$ cat src/rtl/alu_pkg.sv
// Shared opcode encodings, FSM state type and opcode classification for seq_alu.
package alu_pkg;

  localparam logic [3:0] OP_PASSA = 4'd0;
  localparam logic [3:0] OP_ADD   = 4'd1;
  localparam logic [3:0] OP_SUB   = 4'd2;
  localparam logic [3:0] OP_AND   = 4'd3;
  localparam logic [3:0] OP_OR    = 4'd4;
  localparam logic [3:0] OP_XOR   = 4'd5;
  localparam logic [3:0] OP_NOTA  = 4'd6;
  localparam logic [3:0] OP_SHL   = 4'd7;
  localparam logic [3:0] OP_SHR   = 4'd8;
  localparam logic [3:0] OP_MUL   = 4'd9;
  localparam logic [3:0] OP_DIV   = 4'd10;
  localparam logic [3:0] OP_MOD   = 4'd11;

  typedef enum logic [1:0] {
    ST_IDLE,
    ST_ITER,
    ST_FIN
  } state_t;

  function automatic logic is_multi(input logic [3:0] op);
    return (op == OP_MUL) || (op == OP_DIV) || (op == OP_MOD);
  endfunction

endpackage

$ cat src/rtl/seq_alu_if.sv
// Start/busy/done handshake, operand and result/flag bundle between the register file side and seq_alu.
interface seq_alu_if #(parameter int WIDTH = 8) ();

  logic             IStart;
  logic [WIDTH-1:0] IRa;
  logic [WIDTH-1:0] IRb;
  logic [3:0]       OPALU;
  logic [WIDTH-1:0] OALUD;
  logic             OFgn;
  logic             OFgz;
  logic             OFgc;
  logic             OFgv;
  logic             OBusy;
  logic             ODone;

  modport master (
    output IStart, IRa, IRb, OPALU,
    input  OALUD, OFgn, OFgz, OFgc, OFgv, OBusy, ODone
  );

  modport slave (
    input  IStart, IRa, IRb, OPALU,
    output OALUD, OFgn, OFgz, OFgc, OFgv, OBusy, ODone
  );

endinterface

$ cat src/rtl/alu_iter.sv
// Iterative datapath: shift-add multiplier and restoring divider run side by side, one step per cycle.
// Outputs are the register values after the current step, so the last step can be written directly.
module alu_iter #(
  parameter int WIDTH = 8
) (
  input  logic             clk,
  input  logic             rst,
  input  logic             load,
  input  logic             step,
  input  logic [WIDTH-1:0] a,
  input  logic [WIDTH-1:0] b,
  output logic             last,
  output logic [WIDTH-1:0] prod_lo,
  output logic [WIDTH-1:0] prod_hi,
  output logic [WIDTH-1:0] quo,
  output logic [WIDTH-1:0] rem
);

  localparam int CW = $clog2(WIDTH);

  logic [WIDTH-1:0] acc;
  logic [WIDTH-1:0] mlo;
  logic [WIDTH-1:0] rmd;
  logic [WIDTH-1:0] qsh;
  logic [WIDTH-1:0] opb;
  logic [CW-1:0]    cnt;
  logic [WIDTH:0]   psum;
  logic [WIDTH:0]   rsh;

  always_comb begin
    psum    = {1'b0, acc} + (mlo[0] ? {1'b0, opb} : '0);
    prod_hi = psum[WIDTH:1];
    prod_lo = {psum[0], mlo[WIDTH-1:1]};
    // A zero divisor always subtracts: quotient fills with ones and A shifts into the remainder.
    rsh = {rmd, qsh[WIDTH-1]};
    if (rsh >= {1'b0, opb}) begin
      rem = rsh[WIDTH-1:0] - opb;
      quo = {qsh[WIDTH-2:0], 1'b1};
    end else begin
      rem = rsh[WIDTH-1:0];
      quo = {qsh[WIDTH-2:0], 1'b0};
    end
  end

  assign last = (cnt == CW'(1));

  always_ff @(posedge clk or posedge rst) begin
    if (rst) begin
      acc <= '0;
      mlo <= '0;
      rmd <= '0;
      qsh <= '0;
      opb <= '0;
      cnt <= '0;
    end else if (load) begin
      acc <= '0;
      mlo <= a;
      rmd <= '0;
      qsh <= a;
      opb <= b;
      cnt <= CW'(WIDTH - 1);
    end else if (step) begin
      acc <= prod_hi;
      mlo <= prod_lo;
      rmd <= rem;
      qsh <= quo;
      if (cnt != '0) cnt <= cnt - CW'(1);
    end
  end

endmodule

$ cat src/rtl/seq_alu.sv
// Sequential ALU: single-cycle ops complete from IDLE, MUL/DIV/MOD iterate in alu_iter.
// Result and flags are registered and change only together with the ODone pulse.
module seq_alu
  import alu_pkg::*;
#(
  parameter int WIDTH = 8
) (
  input logic      ICLK,
  input logic      IRST,
  seq_alu_if.slave bus
);

  localparam int MSB = WIDTH - 1;

  state_t           state, state_nx;
  logic [3:0]       op_q;
  logic             bz_q;
  logic [WIDTH-1:0] res_q;
  logic             fn_q, fz_q, fc_q, fv_q;
  logic             done_q;

  logic             it_load, it_step, it_last;
  logic [WIDTH-1:0] it_lo, it_hi, it_quo, it_rem;

  logic             wr_en;
  logic [WIDTH-1:0] wr_res;
  logic             wr_c, wr_v;
  logic [WIDTH:0]   sum, dif;

  alu_iter #(.WIDTH(WIDTH)) u_iter (
    .clk     (ICLK),
    .rst     (IRST),
    .load    (it_load),
    .step    (it_step),
    .a       (bus.IRa),
    .b       (bus.IRb),
    .last    (it_last),
    .prod_lo (it_lo),
    .prod_hi (it_hi),
    .quo     (it_quo),
    .rem     (it_rem)
  );

  always_comb begin
    state_nx = state;
    it_load  = 1'b0;
    it_step  = 1'b0;
    wr_en    = 1'b0;
    wr_res   = '0;
    wr_c     = 1'b0;
    wr_v     = 1'b0;
    sum      = {1'b0, bus.IRa} + {1'b0, bus.IRb};
    dif      = {1'b0, bus.IRa} - {1'b0, bus.IRb};
    case (state)
      ST_IDLE: begin
        if (bus.IStart) begin
          if (is_multi(bus.OPALU)) begin
            it_load  = 1'b1;
            state_nx = ST_ITER;
          end else begin
            wr_en = 1'b1;
            case (bus.OPALU)
              OP_PASSA: wr_res = bus.IRa;
              OP_ADD: begin
                wr_res = sum[MSB:0];
                wr_c   = sum[WIDTH];
                wr_v   = (bus.IRa[MSB] == bus.IRb[MSB]) && (sum[MSB] != bus.IRa[MSB]);
              end
              OP_SUB: begin
                wr_res = dif[MSB:0];
                wr_c   = dif[WIDTH];
                wr_v   = (bus.IRa[MSB] != bus.IRb[MSB]) && (dif[MSB] != bus.IRa[MSB]);
              end
              OP_AND:  wr_res = bus.IRa & bus.IRb;
              OP_OR:   wr_res = bus.IRa | bus.IRb;
              OP_XOR:  wr_res = bus.IRa ^ bus.IRb;
              OP_NOTA: wr_res = ~bus.IRa;
              OP_SHL:  {wr_c, wr_res} = {bus.IRa, 1'b0};
              OP_SHR:  {wr_res, wr_c} = {1'b0, bus.IRa};
              default: wr_res = '0;
            endcase
          end
        end
      end
      ST_ITER: begin
        it_step = 1'b1;
        if (it_last) state_nx = ST_FIN;
      end
      ST_FIN: begin
        // FIN performs the final iteration step and commits its outcome in the same edge.
        it_step  = 1'b1;
        wr_en    = 1'b1;
        state_nx = ST_IDLE;
        case (op_q)
          OP_MUL: begin
            wr_res = it_lo;
            wr_c   = |it_hi;
          end
          OP_DIV: begin
            wr_res = it_quo;
            wr_v   = bz_q;
          end
          default: begin
            wr_res = it_rem;
            wr_v   = bz_q;
          end
        endcase
      end
      default: state_nx = ST_IDLE;
    endcase
  end

  always_ff @(posedge ICLK or posedge IRST) begin
    if (IRST) begin
      state  <= ST_IDLE;
      op_q   <= '0;
      bz_q   <= 1'b0;
      res_q  <= '0;
      fn_q   <= 1'b0;
      fz_q   <= 1'b0;
      fc_q   <= 1'b0;
      fv_q   <= 1'b0;
      done_q <= 1'b0;
    end else begin
      state  <= state_nx;
      done_q <= wr_en;
      if (it_load) begin
        op_q <= bus.OPALU;
        bz_q <= (bus.IRb == '0);
      end
      if (wr_en) begin
        res_q <= wr_res;
        fn_q  <= wr_res[MSB];
        fz_q  <= (wr_res == '0);
        fc_q  <= wr_c;
        fv_q  <= wr_v;
      end
    end
  end

  assign bus.OALUD = res_q;
  assign bus.OFgn  = fn_q;
  assign bus.OFgz  = fz_q;
  assign bus.OFgc  = fc_q;
  assign bus.OFgv  = fv_q;
  assign bus.OBusy = (state != ST_IDLE);
  assign bus.ODone = done_q;

endmodule

$ cat src/flat_wrapper.sv
// flat-port wrapper written by rule: the top's interface ports become plain ports
module seq_alu_flat import alu_pkg::*;
#(
  parameter int WIDTH = 8
)
  (ICLK, IRST, bus_IStart, bus_IRa, bus_IRb, bus_OPALU, bus_OALUD, bus_OFgn, bus_OFgz, bus_OFgc, bus_OFgv, bus_OBusy, bus_ODone);
  seq_alu_if #(.WIDTH(WIDTH)) bus_i ();
  input logic ICLK;
  input logic IRST;
  input wire logic [$bits(bus_i.IStart)-1:0] bus_IStart;
  input wire logic [$bits(bus_i.IRa)-1:0] bus_IRa;
  input wire logic [$bits(bus_i.IRb)-1:0] bus_IRb;
  input wire logic [$bits(bus_i.OPALU)-1:0] bus_OPALU;
  output wire logic [$bits(bus_i.OALUD)-1:0] bus_OALUD;
  output wire logic [$bits(bus_i.OFgn)-1:0] bus_OFgn;
  output wire logic [$bits(bus_i.OFgz)-1:0] bus_OFgz;
  output wire logic [$bits(bus_i.OFgc)-1:0] bus_OFgc;
  output wire logic [$bits(bus_i.OFgv)-1:0] bus_OFgv;
  output wire logic [$bits(bus_i.OBusy)-1:0] bus_OBusy;
  output wire logic [$bits(bus_i.ODone)-1:0] bus_ODone;
  assign bus_i.IStart = bus_IStart;
  assign bus_i.IRa = bus_IRa;
  assign bus_i.IRb = bus_IRb;
  assign bus_i.OPALU = bus_OPALU;
  assign bus_OALUD = bus_i.OALUD;
  assign bus_OFgn = bus_i.OFgn;
  assign bus_OFgz = bus_i.OFgz;
  assign bus_OFgc = bus_i.OFgc;
  assign bus_OFgv = bus_i.OFgv;
  assign bus_OBusy = bus_i.OBusy;
  assign bus_ODone = bus_i.ODone;
  seq_alu #(.WIDTH(WIDTH)) u_core (.ICLK(ICLK), .IRST(IRST), .bus(bus_i));
endmodule
$ cat config.mk
export PLATFORM = sky130hd
export DESIGN_NAME = seq_alu_flat
export DESIGN_NICKNAME = d
export VERILOG_FILES = /design/src/rtl/alu_pkg.sv /design/src/rtl/seq_alu_if.sv /design/src/rtl/alu_iter.sv /design/src/rtl/seq_alu.sv /design/src/flat_wrapper.sv
export SDC_FILE = /design/constraint.sdc
export NUM_CORES = 1
export LEC_CHECK = 0
export CAP_MARGIN = 10
export CORE_MARGIN = 8
export CORE_UTILIZATION = 52
export DETAILED_ROUTE_END_ITERATION = 8
export PLACE_DENSITY = 0.75
export SKIP_CTS_REPAIR_TIMING = 1
export SYNTH_ARGS = -nofsm -noshare
export SYNTH_HDL_FRONTEND = slang
export SYNTH_SLANG_ARGS = --single-unit
$ cat constraint.sdc
create_clock -name ICLK -period 3.3 [get_ports ICLK]
set_input_delay 0.495 -clock ICLK [delete_from_list [all_inputs] [get_ports ICLK]]
set_output_delay 0.495 -clock ICLK [all_outputs]
set_load 0.02 [all_outputs]
==> flow_summary.toml, run 1 <==
[status]
status = "finished clean"

[finish]
final_area_um2 = 6417
nets = 783
drive_gt1_frac = 0.1499
layout_commonest_cell = "buf_4"
syn_to_final_growth_pct = 21.02
antenna_cells = 0
fin_util = 0.6359
final_cell_mix = "buf_4 (71), nor2_1 (62), dfrtp_1 (61), a21oi_1 (49)"
n_fill_cell = 924

[timing]
finalMaxSlewViolations = 0
tightest_slew_ns = 0.8345
setup_viol = 0
fin_tns_setup_ns = 0
fin_skew_ns = 0.008926
max_freq_mhz = 322.8
hold_violations = 0
finalCritPeriodShare = 0.9387
maxSlewHeadroom = 0.4429
post-route-min-period_ns = 3.098
whs_ns = 0.4979
rsz0062_at_grt = "false"

[global_routing]
antenna_found_initial = 0
grt_overflow = 0
grt_max_degree = 39
grt_pass1_wl_um = 26250
grt_pass1_vias = 5199
grt.total_usage = 0.2496

[clock_network]
cts_buffer_depth = 2
insertion_delay_ns = 0.35
ctsRootBufferMaster = "clkbuf_8"
cts_buffers = 9
clk_pin_slew_ns = 0.08
cts_tree = "yes"
htreeDepth = 3
cts.sinks = 62

[yosys]
yosysWarnings = 0
synth_edf_count = 0
netlist.area_leader.share = 0.2926
synth-seq-cells = 62
synth_area_um2 = 5303
syn_inst = 627
synth_top_area_cell = "dfrtp_1"
synth.avg_cell_area_um2 = 8.457
synth_area_leaders = "dfrtp_1 (29%), ha_1 (11%), mux2i_1 (6.4%), a21oi_1 (4.6%), nor2_1 (4.4%)"
ys_seq_area_frac = 0.2926
synth_cell_types = 71
async_reset_ff_frac = 1.000
synth_flop_cell = "dfrtp_1"
syn-num-nets = 701

[place]
finalWeightedCongestion = 0.9616
placed_cell_area_um2 = 6218
hpwl_um = 12810
port_buffers = 36

[flow_run]
drv_cap = 0

[setup_path]
worstPathRequired_ns = 3.54
critPathMaxFanout = 9
crit_type = "flop to flop"
critPathArrivalTime_ns = 3.33
critPathCaptureType = "flop"
critPathSlowestCell = "dfrtp_2"
slowest_delay_ns = 0.47
critical_path.cell_chain = "and2_1, ha_1, fa_1, a21o_1, a21oi_1, nor2b_1, or4_1, o211a_1, nor2_1, a41oi_1, a211o_1"
r2r_cells = 11
worst_setup_path_start_kind = "flop"

[floorplan]
dieArea_um2 = 13680
die_y_um = 117.0
rows = 37
ios = 37
core_um2 = 10090
initial_utilization = 0.5254
die_w_um = 117.0

[power]
p_leak_uw = 0.002887
power_density_nw_per_um2 = 861.7
peakVddDrop_uv = 413.0

[routing]
drt_iter0_drc = 516
vias = 5125
vias_per_cell = 6.029
dr.pass1.iters = 7
final_antenna_net_count = 0
wire_per_inst_um = 19.05
drc_errors = 0
routed_wl_um = 16190

[min_path]
min_delay_path_depth = 2
hold_path_class = "flop to flop"
[critical path, delay by kind of cell, from the launching register on]
kind | cells | cell delay [ns]
adders and majority gates | 2 | 0.61
DFF | 1 | 0.47
and+or+nand+nor | 4 | 0.78
AOI/OAI and AO/OA | 5 | 1.11
[cells in the mapped netlist, drive strengths merged, types with 9 or more instances]
cell type / count
nor3: 9
nor2b: 11
mux2i: 34
xnor2: 14
a21oi: 49
dfrtp: 62
o21ai: 39
buf: 13
ha: 47
nor2: 62
nand3: 10
clkbuf: 23
and2: 13
inv: 44
nand2: 47
a211oi: 17
[worst paths after layout]
kind	slack [ns]	to	startpoint
hold / removal	0.50	u_core.bz_q$_DFFE_PP0P_	u_core.bz_q$_DFFE_PP0P_
setup / recovery	0.20	u_core.bus.OFgc$_DFFE_PP0P_	u_core.u_iter.mlo[0]$_DFFE_PP0P_
min in group asynchronous	0.63	u_core.op_q[3]$_DFFE_PP0P_	IRST
max in group asynchronous	1.93	u_core.u_iter.mlo[5]$_DFFE_PP0P_	IRST
hold reg to reg	0.50	u_core.bz_q$_DFFE_PP0P_	u_core.bz_q$_DFFE_PP0P_
setup reg to reg	0.20	u_core.bus.OFgc$_DFFE_PP0P_	u_core.u_iter.mlo[0]$_DFFE_PP0P_
[power breakdown]
part	internal, µW	leakage [µW]	switching (µW)
registers	1110	0.000737	269
logic	1530	0.00205	1920
clock network	351	0.0000996	352
[kinds of logic after synthesis]
| logic type | synth area share |
|---|---|
| mux | 0.07692 |
| flops | 0.2926 |
| fa+ha+maj | 0.1260 |
| xor+xnor | 0.02973 |
| simple gates | 0.1845 |
| buf+inv | 0.06064 |
| compound gates | 0.2296 |
[final cells by class]
class                   instances  area (µm²)  share of cell area
repair buffers                107       893.4              0.1392
clock inverters                 7       73.82             0.01150
flip-flops and latches         62        1553              0.2420
inverters                      44       165.2             0.02574
multi-input cells             485        3438              0.5358
well taps                     136       170.2             0.02652
clock buffers                   9       123.9             0.01930
[per-stage QoR]
stage	total power [µW]	std cells	worst slack, ns
4_1_cts	5485	850	0.1936
2_1_floorplan	3715	627	0.5680
3_5_place_dp	4777	834	-0.1061
3_3_place_gp	4608	834	-0.03104
5_1_grt	5930	850	0.02879
6_report	5530	850	0.2023
[sequential cells by signal (all words and copies together), names as in the netlist]
name,cells
u_core.bus.OALUD,7
u_core.u_iter.qsh,8
u_core.bus.OFgv,1
u_core.state,2
u_core.bus.OFgn,1
u_core.bus.OFgc,1
u_core.u_iter.opb,8
u_core.u_iter.rmd,8
u_core.op_q,4
u_core.u_iter.mlo,8
u_core.bz_q,1
u_core.u_iter.acc,8
u_core.u_iter.cnt,3
u_core.bus.ODone,1
u_core.bus.OFgz,1
[metal layers]
layer / vias to the layer above / wire length [µm] / global-route usage
met5: - / 0 / 0
met4: 0 / 413 / 0.1015
met3: 40 / 959 / 0.04515
li1: 2416 / - / -
met2: 191 / 8010 / 0.4282
met1: 2478 / 6811 / 0.3028
Power figures use the tool's default switching activity.
==> run 2, diff against run 1 <==
Settings changed: CORE_ASPECT_RATIO set to 0.5.
==> run 2 against run 1 <==
Highest routed layer unchanged. Critical path depth grew 1. Combinational power down 3%. Hold slack worse by 0.018 ns. Final cell count decreased by 0.24%. Global-route usage is 3.2 points lower. Largest power group unchanged. Sequential cell count unchanged. Count of clock-buffer cells in the layout is 1 higher. Utilization grew 0.73 points. Power increased by 0.75%.
==> flow_summary.toml, run 2 (same netlist as run 1, synthesis figures left out) <==
[timing]
finalMaxSlewViolations = 0
maxSlewHeadroom = 0.3113
tightest_slew_ns = 1.033
fin_skew_ns = 0.008719
fin_tns_setup_ns = 0
setup_viol = 0
max_freq_mhz = 323.5
rsz0062_at_grt = "false"
finalCritPeriodShare = 0.9367
post-route-min-period_ns = 3.091
whs_ns = 0.4801
hold_violations = 0

[global_routing]
antenna_found_initial = 0
grt_pass1_wl_um = 24360
grt_overflow = 0
grt_pass1_vias = 4783
grt_max_degree = 43
grtUsageMet3 = 0.04906
grt.met2_usage = 0.3494
met1_usage = 0.2886
top_usage_layer = "met2"
grt.total_usage = 0.2177

[floorplan]
core_um2 = 10050
rows = 26
dieArea_um2 = 13880
die_y_um = 87.41
ios = 37
die_w_um = 158.8
initial_utilization = 0.5275

[routing]
drt_iter0_drc = 446
drc_errors = 0
wire_per_inst_um = 17.79
final_antenna_net_count = 0
routed_wl_um = 15090
vias_per_cell = 5.917
vias = 5018
dr.pass1.iters = 5

[place]
port_buffers = 36
hpwl_um = 11680
placed_cell_area_um2 = 6178
finalWeightedCongestion = 0.9717

[clock_network]
cts.sinks = 62
clk_pin_slew_ns = 0.06
htreeDepth = 3
insertion_delay_ns = 0.33
cts_buffer_depth = 2
cts_tree = "yes"
cts_buffers = 9
ctsRootBufferMaster = "clkbuf_16"

[finish]
layout_commonest_cell = "buf_4"
fin_util = 0.6431
final_area_um2 = 6465
multi_input_area_um2 = 3457
drive_gt1_frac = 0.1441
syn_to_final_growth_pct = 21.92
nets = 777
n_fill_cell = 839
antenna_cells = 0
final_cell_mix = "buf_4 (65), nor2_1 (62), dfrtp_1 (62), a21oi_1 (49)"
register_area_um2 = 1551

[power]
peakVddDrop_uv = 470.8
power_uw = 5572
p_leak_uw = 0.002891
power_density_nw_per_um2 = 861.8

[setup_path]
critPathCaptureType = "flop"
worst_setup_path_start_kind = "input pin"
critPathSlowestCell = "clkdlybuf4s50_1"
crit_type = "input pin to flop"
worstPathRequired_ns = 3.54
critPathArrivalTime_ns = 3.33
critical_path.cell_chain = "clkdlybuf4s50_1, inv_1, ha_1, fa_1, buf_4, a221o_1, a32oi_1, o21ai_1, a311oi_2, o2111a_1, nand4bb_1, o31ai_2"
slowest_delay_ns = 0.48
r2r_cells = 11
critPathMaxFanout = 2

[min_path]
min_delay_path_depth = 2
hold_path_class = "flop to flop"

[flow_run]
drv_cap = 0

[status]
status = "finished clean"
run 2: through the flow:
step,worst slack (ns),cells
floorplan,0.5680,627
global placement,-0.01742,832
detailed placement,-0.07616,832
CTS,0.2117,848
global route,0.02557,848
finish,0.2087,848
run 2: metal layers:
metal / vias up / part of all wire
li1: 2405 / -
met1: 2399 / 0.47
met2: 177 / 0.44
met3: 37 / 0.067
met4: 0 / 0.020
met5: - / 0
run 2: worst max-delay path: cells and delay by family:
family | cells | cell delay (ns)
AND/OR/NAND/NOR | 1 | 0.13
buffers and inverters | 3 | 0.70
adder cells (fa/ha/maj) | 2 | 0.61
AO/OA/AOI/OAI | 6 | 1.39
run 2: final timing paths:
kind                                             startpoint                          endpoint  slack, ns
setup / recovery                                 bus_IRa[0]       u_core.bus.OFgz$_DFFE_PP0P_       0.21
hold / removal              u_core.bus.OALUD[6]$_DFFE_PP0P_   u_core.bus.OALUD[6]$_DFFE_PP0P_       0.48
setup reg to reg           u_core.u_iter.mlo[0]$_DFFE_PP0P_       u_core.bus.OFgc$_DFFE_PP0P_       0.26
hold reg to reg             u_core.bus.OALUD[6]$_DFFE_PP0P_   u_core.bus.OALUD[6]$_DFFE_PP0P_       0.48
max in group asynchronous                              IRST  u_core.u_iter.rmd[6]$_DFFE_PP0P_       2.09
min in group asynchronous                              IRST        u_core.op_q[1]$_DFFE_PP0P_       0.52
run 2: cell type report:
class	instances	share of cell area
clock buffers	10	0.03542
clock inverters	6	0.006000
inverters	44	0.02555
multi-input cells	485	0.5347
flip-flops and latches	62	0.2400
well taps	140	0.02710
repair buffers	101	0.1312
run 2: where the power goes:
part           leakage, µW  switching (µW)  total (µW)  internal [µW]
logic              0.00202            1840        3340           1500
registers         0.000738             270        1380           1110
clock network     0.000128             340         844            504
total              0.00289            2450        5570           3120
